--- config.mk ---
export PLATFORM = sky130hd
export DESIGN_NAME = multicycle_ctrl_flat
export DESIGN_NICKNAME = d
export VERILOG_FILES = /design/src/rtl/multicycle_ctrl_if.sv /design/src/rtl/multicycle_ctrl.sv /design/src/flat_wrapper.sv
export SDC_FILE = /design/constraint.sdc
export NUM_CORES = 1
export LEC_CHECK = 0
export BUFFER_PORTS_ARGS = -buffer_cell sky130_fd_sc_hd__buf_2
export CAP_MARGIN = 20
export CORE_AREA = 3 3 51 53
export CTS_CLUSTER_SIZE = 16
export DETAILED_ROUTE_END_ITERATION = 10
export DIE_AREA = 0 0 54 56
export PLACE_DENSITY = 0.86
export SLEW_MARGIN = 25
export SYNTH_ARGS = -nofsm -noshare
export SYNTH_HDL_FRONTEND = slang
export SYNTH_SLANG_ARGS = --single-unit
--- constraint.sdc ---
create_clock -name clk -period 2.25 [get_ports clk]
set_clock_uncertainty 0.05 [all_clocks]
set_input_delay 0.1125 -clock clk [delete_from_list [all_inputs] [get_ports clk]]
set_output_delay 0.1125 -clock clk [all_outputs]
set_load 0.005 [all_outputs]
--- src/rtl/multicycle_ctrl_if.sv ---
`default_nettype none
// ============================================================================
// Module   : multicycle_ctrl_if
// Brief    : Unified instruction/data memory port between control FSM and memory.
// Revision : 1.0 - initial release
// ============================================================================
interface multicycle_ctrl_if;
  logic mem_read;
  logic mem_write;
  logic adr_src;
  logic mem_ready;

  modport master (
    output mem_read,
    output mem_write,
    output adr_src,
    input  mem_ready
  );

  modport slave (
    input  mem_read,
    input  mem_write,
    input  adr_src,
    output mem_ready
  );
endinterface
`default_nettype wire

--- src/rtl/multicycle_ctrl.sv ---
`default_nettype none
// ============================================================================
// Module   : multicycle_ctrl
// Brief    : Main control FSM of the multicycle RV32I core (shared ALU/memory).
//            Optional macro MULTICYCLE_TRAP_EN: unknown opcodes trap instead of NOP.
// Revision : 1.0 - initial release
// ============================================================================
module multicycle_ctrl #(
  parameter int MEM_WAIT_MAX = 16,
  parameter int STATE_W      = 4
) (
  input  logic                 clk,
  input  logic                 reset,
  multicycle_ctrl_if.master    mem,
  input  logic [6:0]           opcode,
  input  logic [2:0]           funct3,
  input  logic                 funct7b5,
  input  logic                 zero,
  output logic                 ir_write,
  output logic                 pc_write,
  output logic                 reg_write,
  output logic [1:0]           alu_src_a,
  output logic [1:0]           alu_src_b,
  output logic [1:0]           result_src,
  output logic [2:0]           alu_control,
  output logic                 instr_retired,
  output logic                 bus_error,
  output logic                 illegal_instr,
  output logic [STATE_W-1:0]   dbg_state
);

  localparam int WAIT_W = $clog2(MEM_WAIT_MAX + 2);

  localparam logic [6:0] c_op_load  = 7'b0000011;
  localparam logic [6:0] c_op_store = 7'b0100011;
  localparam logic [6:0] c_op_r     = 7'b0110011;
  localparam logic [6:0] c_op_i     = 7'b0010011;
  localparam logic [6:0] c_op_beq   = 7'b1100011;

  localparam logic [2:0] c_alu_add = 3'b000;
  localparam logic [2:0] c_alu_sub = 3'b001;
  localparam logic [2:0] c_alu_and = 3'b010;
  localparam logic [2:0] c_alu_or  = 3'b011;
  localparam logic [2:0] c_alu_slt = 3'b100;
  localparam logic [2:0] c_alu_xor = 3'b101;

  typedef enum logic [3:0] {
    ST_FETCH    = 4'd0,
    ST_DECODE   = 4'd1,
    ST_MEMADR   = 4'd2,
    ST_MEMREAD  = 4'd3,
    ST_MEMWB    = 4'd4,
    ST_MEMWRITE = 4'd5,
    ST_EXECR    = 4'd6,
    ST_EXECI    = 4'd7,
    ST_ALUWB    = 4'd8,
    ST_BEQ      = 4'd9,
    ST_ERROR    = 4'd10,
    ST_TRAP     = 4'd11
  } state_t;

  state_t              state_q, state_d;
  logic [WAIT_W-1:0]   wait_q, wait_d;
  logic [WAIT_W-1:0]   w_wait_inc;
  logic                w_mem_state;
  logic                w_mem_read;
  logic                w_mem_write;
  logic                w_adr_src;

  always_ff @(posedge clk) begin
    if (reset) begin
      state_q <= ST_FETCH;
      wait_q  <= '0;
    end else begin
      state_q <= state_d;
      wait_q  <= wait_d;
    end
  end

  always_comb begin
    state_d       = state_q;
    w_mem_read    = 1'b0;
    w_mem_write   = 1'b0;
    w_adr_src     = 1'b0;
    ir_write      = 1'b0;
    pc_write      = 1'b0;
    reg_write     = 1'b0;
    alu_src_a     = 2'b00;
    alu_src_b     = 2'b00;
    result_src    = 2'b00;
    alu_control   = c_alu_add;
    instr_retired = 1'b0;
    bus_error     = 1'b0;
    illegal_instr = 1'b0;
    w_mem_state   = 1'b0;
    w_wait_inc    = (wait_q == '1) ? wait_q : wait_q + 1'b1;

    case (state_q)
      ST_FETCH: begin
        w_mem_state = 1'b1;
        w_mem_read  = 1'b1;
        alu_src_b   = 2'b10;
        result_src  = 2'b10;
        if (mem.mem_ready) begin
          ir_write = 1'b1;
          pc_write = 1'b1;
          state_d  = ST_DECODE;
        end
      end
      ST_DECODE: begin
        // ALUOut latches OldPC + imm here, ready for a taken branch
        alu_src_a = 2'b01;
        alu_src_b = 2'b01;
        case (opcode)
          c_op_load, c_op_store: state_d = ST_MEMADR;
          c_op_r:                state_d = ST_EXECR;
          c_op_i:                state_d = ST_EXECI;
          c_op_beq:              state_d = ST_BEQ;
          default: begin
`ifdef MULTICYCLE_TRAP_EN
            state_d = ST_TRAP;
`else
            instr_retired = 1'b1;
            state_d       = ST_FETCH;
`endif
          end
        endcase
      end
      ST_MEMADR: begin
        alu_src_a = 2'b10;
        alu_src_b = 2'b01;
        state_d   = (opcode == c_op_store) ? ST_MEMWRITE : ST_MEMREAD;
      end
      ST_MEMREAD: begin
        w_mem_state = 1'b1;
        w_mem_read  = 1'b1;
        w_adr_src   = 1'b1;
        if (mem.mem_ready) state_d = ST_MEMWB;
      end
      ST_MEMWB: begin
        result_src    = 2'b01;
        reg_write     = 1'b1;
        instr_retired = 1'b1;
        state_d       = ST_FETCH;
      end
      ST_MEMWRITE: begin
        w_mem_state = 1'b1;
        w_mem_write = 1'b1;
        w_adr_src   = 1'b1;
        if (mem.mem_ready) begin
          instr_retired = 1'b1;
          state_d       = ST_FETCH;
        end
      end
      ST_EXECR: begin
        alu_src_a = 2'b10;
        alu_src_b = 2'b00;
        case (funct3)
          3'b000:  alu_control = funct7b5 ? c_alu_sub : c_alu_add;
          3'b010:  alu_control = c_alu_slt;
          3'b110:  alu_control = c_alu_or;
          3'b111:  alu_control = c_alu_and;
          default: alu_control = c_alu_add;
        endcase
        state_d = ST_ALUWB;
      end
      ST_EXECI: begin
        alu_src_a = 2'b10;
        alu_src_b = 2'b01;
        case (funct3)
          3'b111:  alu_control = c_alu_and;
          3'b110:  alu_control = c_alu_or;
          3'b100:  alu_control = c_alu_xor;
          3'b010:  alu_control = c_alu_slt;
          default: alu_control = c_alu_add;
        endcase
        state_d = ST_ALUWB;
      end
      ST_ALUWB: begin
        result_src    = 2'b00;
        reg_write     = 1'b1;
        instr_retired = 1'b1;
        state_d       = ST_FETCH;
      end
      ST_BEQ: begin
        alu_src_a     = 2'b10;
        alu_src_b     = 2'b00;
        alu_control   = c_alu_sub;
        result_src    = 2'b00;
        pc_write      = zero;
        instr_retired = 1'b1;
        state_d       = ST_FETCH;
      end
      ST_ERROR: begin
        bus_error = 1'b1;
      end
      ST_TRAP: begin
`ifdef MULTICYCLE_TRAP_EN
        illegal_instr = 1'b1;
`else
        state_d = ST_FETCH;
`endif
      end
      default: state_d = ST_FETCH;
    endcase

    // Timeout fires on the edge where the consecutive wait count would hit the limit
    if (MEM_WAIT_MAX > 0 && w_mem_state && !mem.mem_ready &&
        w_wait_inc == WAIT_W'(MEM_WAIT_MAX)) begin
      state_d = ST_ERROR;
    end

    if (mem.mem_ready || state_d != state_q) begin
      wait_d = '0;
    end else if (w_mem_state) begin
      wait_d = w_wait_inc;
    end else begin
      wait_d = wait_q;
    end

    dbg_state = STATE_W'(state_q);

    if (reset) begin
      w_mem_read    = 1'b0;
      w_mem_write   = 1'b0;
      w_adr_src     = 1'b0;
      ir_write      = 1'b0;
      pc_write      = 1'b0;
      reg_write     = 1'b0;
      alu_src_a     = 2'b00;
      alu_src_b     = 2'b00;
      result_src    = 2'b00;
      alu_control   = c_alu_add;
      instr_retired = 1'b0;
      bus_error     = 1'b0;
      illegal_instr = 1'b0;
      dbg_state     = '0;
    end
  end

  assign mem.mem_read  = w_mem_read;
  assign mem.mem_write = w_mem_write;
  assign mem.adr_src   = w_adr_src;

endmodule
`default_nettype wire

--- src/flat_wrapper.sv ---
// flat-port wrapper written by rule: the top's interface ports become plain ports
module multicycle_ctrl_flat 
#(
  parameter int MEM_WAIT_MAX = 16,
  parameter int STATE_W      = 4
)
  (clk, reset, opcode, funct3, funct7b5, zero, ir_write, pc_write, reg_write, alu_src_a, alu_src_b, result_src, alu_control, instr_retired, bus_error, illegal_instr, dbg_state, mem_mem_read, mem_mem_write, mem_adr_src, mem_mem_ready);
  multicycle_ctrl_if mem_i ();
  input  logic clk;
  input  logic reset;
  input  logic [6:0] opcode;
  input  logic [2:0] funct3;
  input  logic funct7b5;
  input  logic zero;
  output logic ir_write;
  output logic pc_write;
  output logic reg_write;
  output logic [1:0] alu_src_a;
  output logic [1:0] alu_src_b;
  output logic [1:0] result_src;
  output logic [2:0] alu_control;
  output logic instr_retired;
  output logic bus_error;
  output logic illegal_instr;
  output logic [STATE_W-1:0] dbg_state;
  output wire logic [$bits(mem_i.mem_read)-1:0] mem_mem_read;
  output wire logic [$bits(mem_i.mem_write)-1:0] mem_mem_write;
  output wire logic [$bits(mem_i.adr_src)-1:0] mem_adr_src;
  input wire logic [$bits(mem_i.mem_ready)-1:0] mem_mem_ready;
  assign mem_mem_read = mem_i.mem_read;
  assign mem_mem_write = mem_i.mem_write;
  assign mem_adr_src = mem_i.adr_src;
  assign mem_i.mem_ready = mem_mem_ready;
  multicycle_ctrl #(.MEM_WAIT_MAX(MEM_WAIT_MAX), .STATE_W(STATE_W)) u_core (.clk(clk), .reset(reset), .mem(mem_i), .opcode(opcode), .funct3(funct3), .funct7b5(funct7b5), .zero(zero), .ir_write(ir_write), .pc_write(pc_write), .reg_write(reg_write), .alu_src_a(alu_src_a), .alu_src_b(alu_src_b), .result_src(result_src), .alu_control(alu_control), .instr_retired(instr_retired), .bus_error(bus_error), .illegal_instr(illegal_instr), .dbg_state(dbg_state));
endmodule
Word level (Yosys, flattened, before mapping)
Cells that the tools add are included.
Storage, ports and cells
  word-level logic and storage cells: 81
  register bits: 9
Cells by class
  equality and inequality tests: 22
  reduce and logical (&&, ||, !) cells: 17
  add/subtract/negate cells: 1
  muxes and demuxes: 39
Operator list (number)
  4-bit one-hot mux with 7 select lines: 1
  3-bit one-hot mux with 4 select lines: 2
  4-bit two-way mux: 5
  1-bit two-way mux: 18
  4-bit by 3-bit == test with 1-bit output, second input constant: 4
  4-bit one-hot mux with 4 select lines: 1
  7-bit by 6-bit == test with 1-bit output, second input constant: 2
  4-bit == test, second input constant: 3
  2-bit one-hot mux with 2 select lines: 3
  2-bit OR reduction: 6
  5-bit == test, second input constant: 2
  3-bit == test, second input constant: 3
  3-bit one-hot mux with 3 select lines: 1
  3-bit OR reduction: 3
  4-bit by 2-bit == test with 1-bit output, second input constant: 2
  7-bit by 2-bit == test with 1-bit output, second input constant: 1
  7-bit by 5-bit == test with 1-bit output, second input constant: 1
  7-bit == test, second input constant: 1
  2-bit two-way mux: 3
  3-bit two-way mux: 2
  5-bit by 1-bit adder with 5-bit output, second input constant: 1
  5-bit two-way mux: 1
  5-bit OR reduction: 1
  4-bit by 1-bit == test with 1-bit output, second input constant: 1
  other kinds (10): 11

Depth between registers and ports, before layout
  depth in word-level cells: 9
  gate-level depth with buffers: 7

Worst setup path before layout
Ideal clock, no wire load.
  path kind: flip-flop to flip-flop
  start point: reg u_core.state_q[1]
  end point: reg u_core.wait_q[0]
  period minus slack after synthesis: 1884 ps
  slack: 366 ps
  setup time: 73 ps
  path buffers: 1
  data required time: 2127 ps
  arrival: 1761 ps
  stages on the path, launching flop included: 7
  cells stage by stage: dfxtp_1 clkbuf_1 nand2b_1 a2111oi_4 o31ai_1 or4_4 nor3_2
Between the ends
  cells in the longest elaborated chain, start to end: 9
RTL lines
  start, declared: line multicycle_ctrl.sv:62  | state_t state_q, state_d;
  start signal, assigned: line multicycle_ctrl.sv:75  | state_q <= state_d;
  4-bit by 2-bit == test with 1-bit output (tied with other cells): line multicycle_ctrl.sv:98  | case (state_q)
  3-bit OR reduction (no line)
  1-bit two-way mux: line multicycle_ctrl.sv:98
  1-bit logical AND (2 in series): line multicycle_ctrl.sv:208  | if (MEM_WAIT_MAX > 0 && w_mem_state && !mem.mem_ready &&
  4-bit two-way mux: line multicycle_ctrl.sv:208
  4-bit inequality test: line multicycle_ctrl.sv:213  | if (mem.mem_ready || state_d != state_q) begin
  1-bit logical OR: line multicycle_ctrl.sv:213
  2-bit OR reduction (no line)
  end signal, assigned: line multicycle_ctrl.sv:76  | wait_q <= wait_d;
  end, declared: line multicycle_ctrl.sv:63  | logic [WAIT_W-1:0] wait_q, wait_d;
Several ways; a longest one is shown, not always the timed one.
A chain may end at the register's enable or synchronous reset.

Worst setup path in the final report
  start point: reg u_core.wait_q[0]
  end point: reg u_core.wait_q[1]
Between the ends
  cells in the longest elaborated chain, start to end: 8
RTL lines
  5-bit by 1-bit adder with 5-bit output / 5-bit == test (equally long branches): line multicycle_ctrl.sv:96  | w_wait_inc = (wait_q == '1) ? wait_q : wait_q + 1'b1;
  5-bit two-way mux *: line multicycle_ctrl.sv:96
  5-bit == test: line multicycle_ctrl.sv:209  | w_wait_inc == WAIT_W'(MEM_WAIT_MAX)) begin
  1-bit logical AND: line multicycle_ctrl.sv:208
  4-bit two-way mux: line multicycle_ctrl.sv:208
  4-bit inequality test: line multicycle_ctrl.sv:213
  1-bit logical OR: line multicycle_ctrl.sv:213
  2-bit OR reduction (no line)
Mark *: on every way between the ends. The rest lies on a longest branch, timed or not.

==> metrics.md <==
| Metric | Value |
|---|---|
| Status | completed |
| Crit path buf inv count | 0 |
| Antenna Nets Post-Route | 0 |
| Crit Path Max Fanout | 5 |
| Hold path start | reset |
| Sw frac | 0.286 |
| Initial Utilization | 0.497 |
| Fin Setup TNS | 0 ps |
| Reg2Reg Depth | 6 |
| Fmax achieved | around 470 MHz |
| Clock network power share | 0.308 |
| Worst r2r dst | u_core.wait_q[1]$_SDFFE_PP0N_ |
| Vias in the first global route | roughly 1,100 |
| Pwr Density | 293 mW/mm2 |
| Fill count | approximately 210 |
| Yosys cell types | 52 |
| Top FF cell, synth | dfxtp_1 |
| CP required | between 2000 and 2500 ps |
| Setup bufs post-CTS | 0 |
| #FFs+latches synth | 9 |
| CTS buffer count | 3 |
| Rows | 17 |
| Final Setup Violations | 0 |
| Clk sinks | 9 |
| Post-synth EDFFs | 0 |
| WS Path Type | flop to flop |
| Grt total ovfl | 0 |
| Routed vias/inst | about 5.8 |
| Crit. End Element | flop |
| Register area share after synthesis | 0.166 |
| Die Y | 56 um |
| Slew @ Worst Pin | 504 ps |
| Clock Pin Slew Worst Setup and Hold Paths | approximately 60 ps |
| Post-Syn Area | approximately 0.0011 mm2 |
| Reg-to-Reg Start | u_core.wait_q[0]$_SDFFE_PP0N_ |
| TritonCTS clock tree | yes |
| GRT Util Overall | 0.189 |
| Static Leak | approximately 0.56 nW |
| Ant diodes | 0 |
| Share of the synthesized area in the top cell type | 0.166 |
| Min cycle time layout | 2110 ps |
| Slowest-stage cell, CP | or4_4 |
| Sequential power share | 0.429 |
| Detailed Route Iter0 Violations | 22 |
| Fin. Hold Viols | 0 |
| Net Sw Power | 0.111 mW |
| Setup WS pre-CTS | 129 ps |
| Skew-Pair Late Insertion Delay | about 250 ps |
| First-pass DRT Iterations | 4 |
| Worst EP arrival | 2240 ps |
| Cts hold-fix bufs | 0 |
| Final slew viol count | 0 |
| Pint | 0.277 mW |
| Setup ws final | ~140 ps |
| Worst VDD drop | 0.000225 V |
| Async SR Flop Fraction | 0 |
| Post-layout util | 0.605 |
| WL per Instance | between 10 and 15 um |
| Ranking of synthesized cells by area | dfxtp_1 17%, nor2_1 6.9%, mux2i_1 5.5%, nor2b_1 4.6%, nor3_1 4.6% |
| Worst Hold End | u_core.state_q[3]$_SDFF_PP0_ |
| Total core area | between 0.002 and 0.0025 mm2 |
| Hold path cells | 2 |
| Root buffer cell | clkbuf_4 |
| Cell breakdown of the critical path | ha_1, and2_1, a21oi_1, nor4b_2, or4_4, nor3_2 |
| Syn_area_per_cell | around 7 um2 |
| DIE AREA | 0.00302 mm2 |
| R2r setup slk | 140 ps |
| Worst stage delay on the critical path | 580 ps |
| Comb power frac | 0.262 |
| Routability cong. | roughly 0.86 |
| Layout cells sized above 1 | 0.333 |
| Synthesis Warnings | 0 |
| Routed WL | roughly 2800 um |
| Io pins | 37 |
| Top Family by Delay on Critical Path | simple AND/OR/NAND/NOR gates |
| Synth area leader | dfxtp_1 |
| Largest net degree at the start of global routing | 17 |
| Drc violations | 0 |
| Port bufs | 35 |
| Via count | ~1,200 |
| Post-synthesis to final-layout area growth | 21.7% |
| Initial antenna violation count | 0 |
| Chip Width | between 50 and 60 um |
| CP Launch Type | flop |
| Fin crit share | 0.938 |
| HP Class | input pin to flop |
| Nets | 200 |
| Post-DP HPWL | 2180 um |
| Max Cap Viol | 0 |
| Clock Tree Buf Depth | 2 |
| First-pass GRT wire length | ~4600 um |
| Rel. slew slack | 0.664 |
| Syn Inst Count | 151 |
| Post-synth net total | ~170 |
| H-tree Lvls | 1 |
how the worst max path moves through the flow:
stage / start / endpoint / slack (ps) / cells past startpoint
global route: u_core.wait_q[0]$_SDFFE_PP0N_ / u_core.wait_q[1]$_SDFFE_PP0N_ / -6 / 6
floorplan: u_core.state_q[1]$_SDFF_PP0_ / u_core.wait_q[0]$_SDFFE_PP0N_ / 370 / 6
global placement: u_core.state_q[2]$_SDFF_PP0_ / u_core.wait_q[0]$_SDFFE_PP0N_ / 250 / 6
CTS: u_core.state_q[2]$_SDFF_PP0_ / u_core.wait_q[1]$_SDFFE_PP0N_ / 90 / 6
detailed placement: u_core.wait_q[0]$_SDFFE_PP0N_ / u_core.wait_q[1]$_SDFFE_PP0N_ / 130 / 6
finish: u_core.wait_q[0]$_SDFFE_PP0N_ / u_core.wait_q[1]$_SDFFE_PP0N_ / 140 / 6
sequential cells by signal, indices dropped and copies added, names as in the netlist:
signal,count
u_core.state_q,4
u_core.wait_q,5
what timing repair did:
item	CTS	global route
setup endpoints to repair	0	5
endpoints found under the hold margin	0	0
resized for setup	0	3
cells in the final DEF, fill, tap and decap left out, types with 2 or more instances in the layout:
cell type  netlist  final
or3_1            3      3
nor3_2           5      5
o41ai_1          2      2
dfxtp_1          9      8
nor4_1           3      3
inv_1            2      2
clkinv_1         2      2
clkbuf_4         0      3
mux2i_1          6      6
xnor2_1          3      3
nor2_1          20     20
nand2b_1         5      5
a21oi_1          7      7
a31oi_1          5      5
nand2_1          7      7
buf_2            3     35
nor3_1          10     10
buf_4            2      6
nor2b_1          8      8
a21boi_0         3      3
and2_1           3      3
o21ai_0          5      5
cells by family after synthesis:
group | Yosys count | synth area share
and+or+nand+nor | 78 | 0.417
AOI/OAI and AO/OA | 34 | 0.236
buffers and inverters | 17 | 0.0690
DFF | 9 | 0.166
muxes | 7 | 0.0655
xor gates and xnor gates | 4 | 0.0322
adders and majority gates | 1 | 0.0115
other | 1 | 0.00344
synth_stat cells (2+ instances only):
master	count
buf_4	2
nor2_1	20
clkinv_1	2
a21boi_0	3
nand2_1	7
nor4_1	3
nor3_2	5
a31oi_1	5
mux2i_1	6
xnor2_1	3
and2_1	3
nor3_1	10
nor4b_1	2
inv_1	2
clkbuf_1	7
o21ai_0	5
nor2b_1	8
or3_1	3
o41ai_1	2
dfxtp_1	9
a21oi_1	7
nand2b_1	5
buf_2	3
stage by stage:
stage | instance area [um2] | std cells | hold slack (ps) | power (mW)
floorplan | 1090 | 151 | 248 | 0.237
global placement | 1280 | 207 | 408 | 0.267
finish | 1330 | 211 | 149 | 0.388
detailed placement | 1280 | 207 | 416 | 0.270
CTS | 1310 | 211 | 142 | 0.391
global route | 1330 | 211 | 178 | 0.412
power by group through the flow:
stage               Combinational, mW  Sequential, mW  Clock (mW)
floorplan                      0.0701           0.167           0
global placement               0.0974           0.170           0
detailed placement              0.100           0.170           0
CTS                             0.101           0.166       0.124
global route                    0.112           0.167       0.133
finish                          0.102           0.167       0.120
routing by layer:
metal / GRT usage / up-vias / wire length [um]
met5: 0 / - / 0
met4: 0.0320 / 0 / 0
met3: 0.0322 / 0 / 196
met1: 0.226 / 567 / 1180
met2: 0.341 / 42 / 1460
li1: - / 610 / -
cell type report:
cell class,count,area (um2),share of cell area
multi-input combinational,125,847,0.639
timing repair buffer,41,220,0.166
sequential,9,181,0.137
tap,28,35.0,0.0264
clock buffer,4,26.3,0.0198
inverter,4,15.0,0.0113
worst register-to-register path: cells and delay by family (launching register included):
family	cells	cell delay, ps
fa+ha+maj	1	260
simple gates	4	1100
compound gates	1	270
flops	1	360
Note: power is estimated with default switching activity, not from simulation.
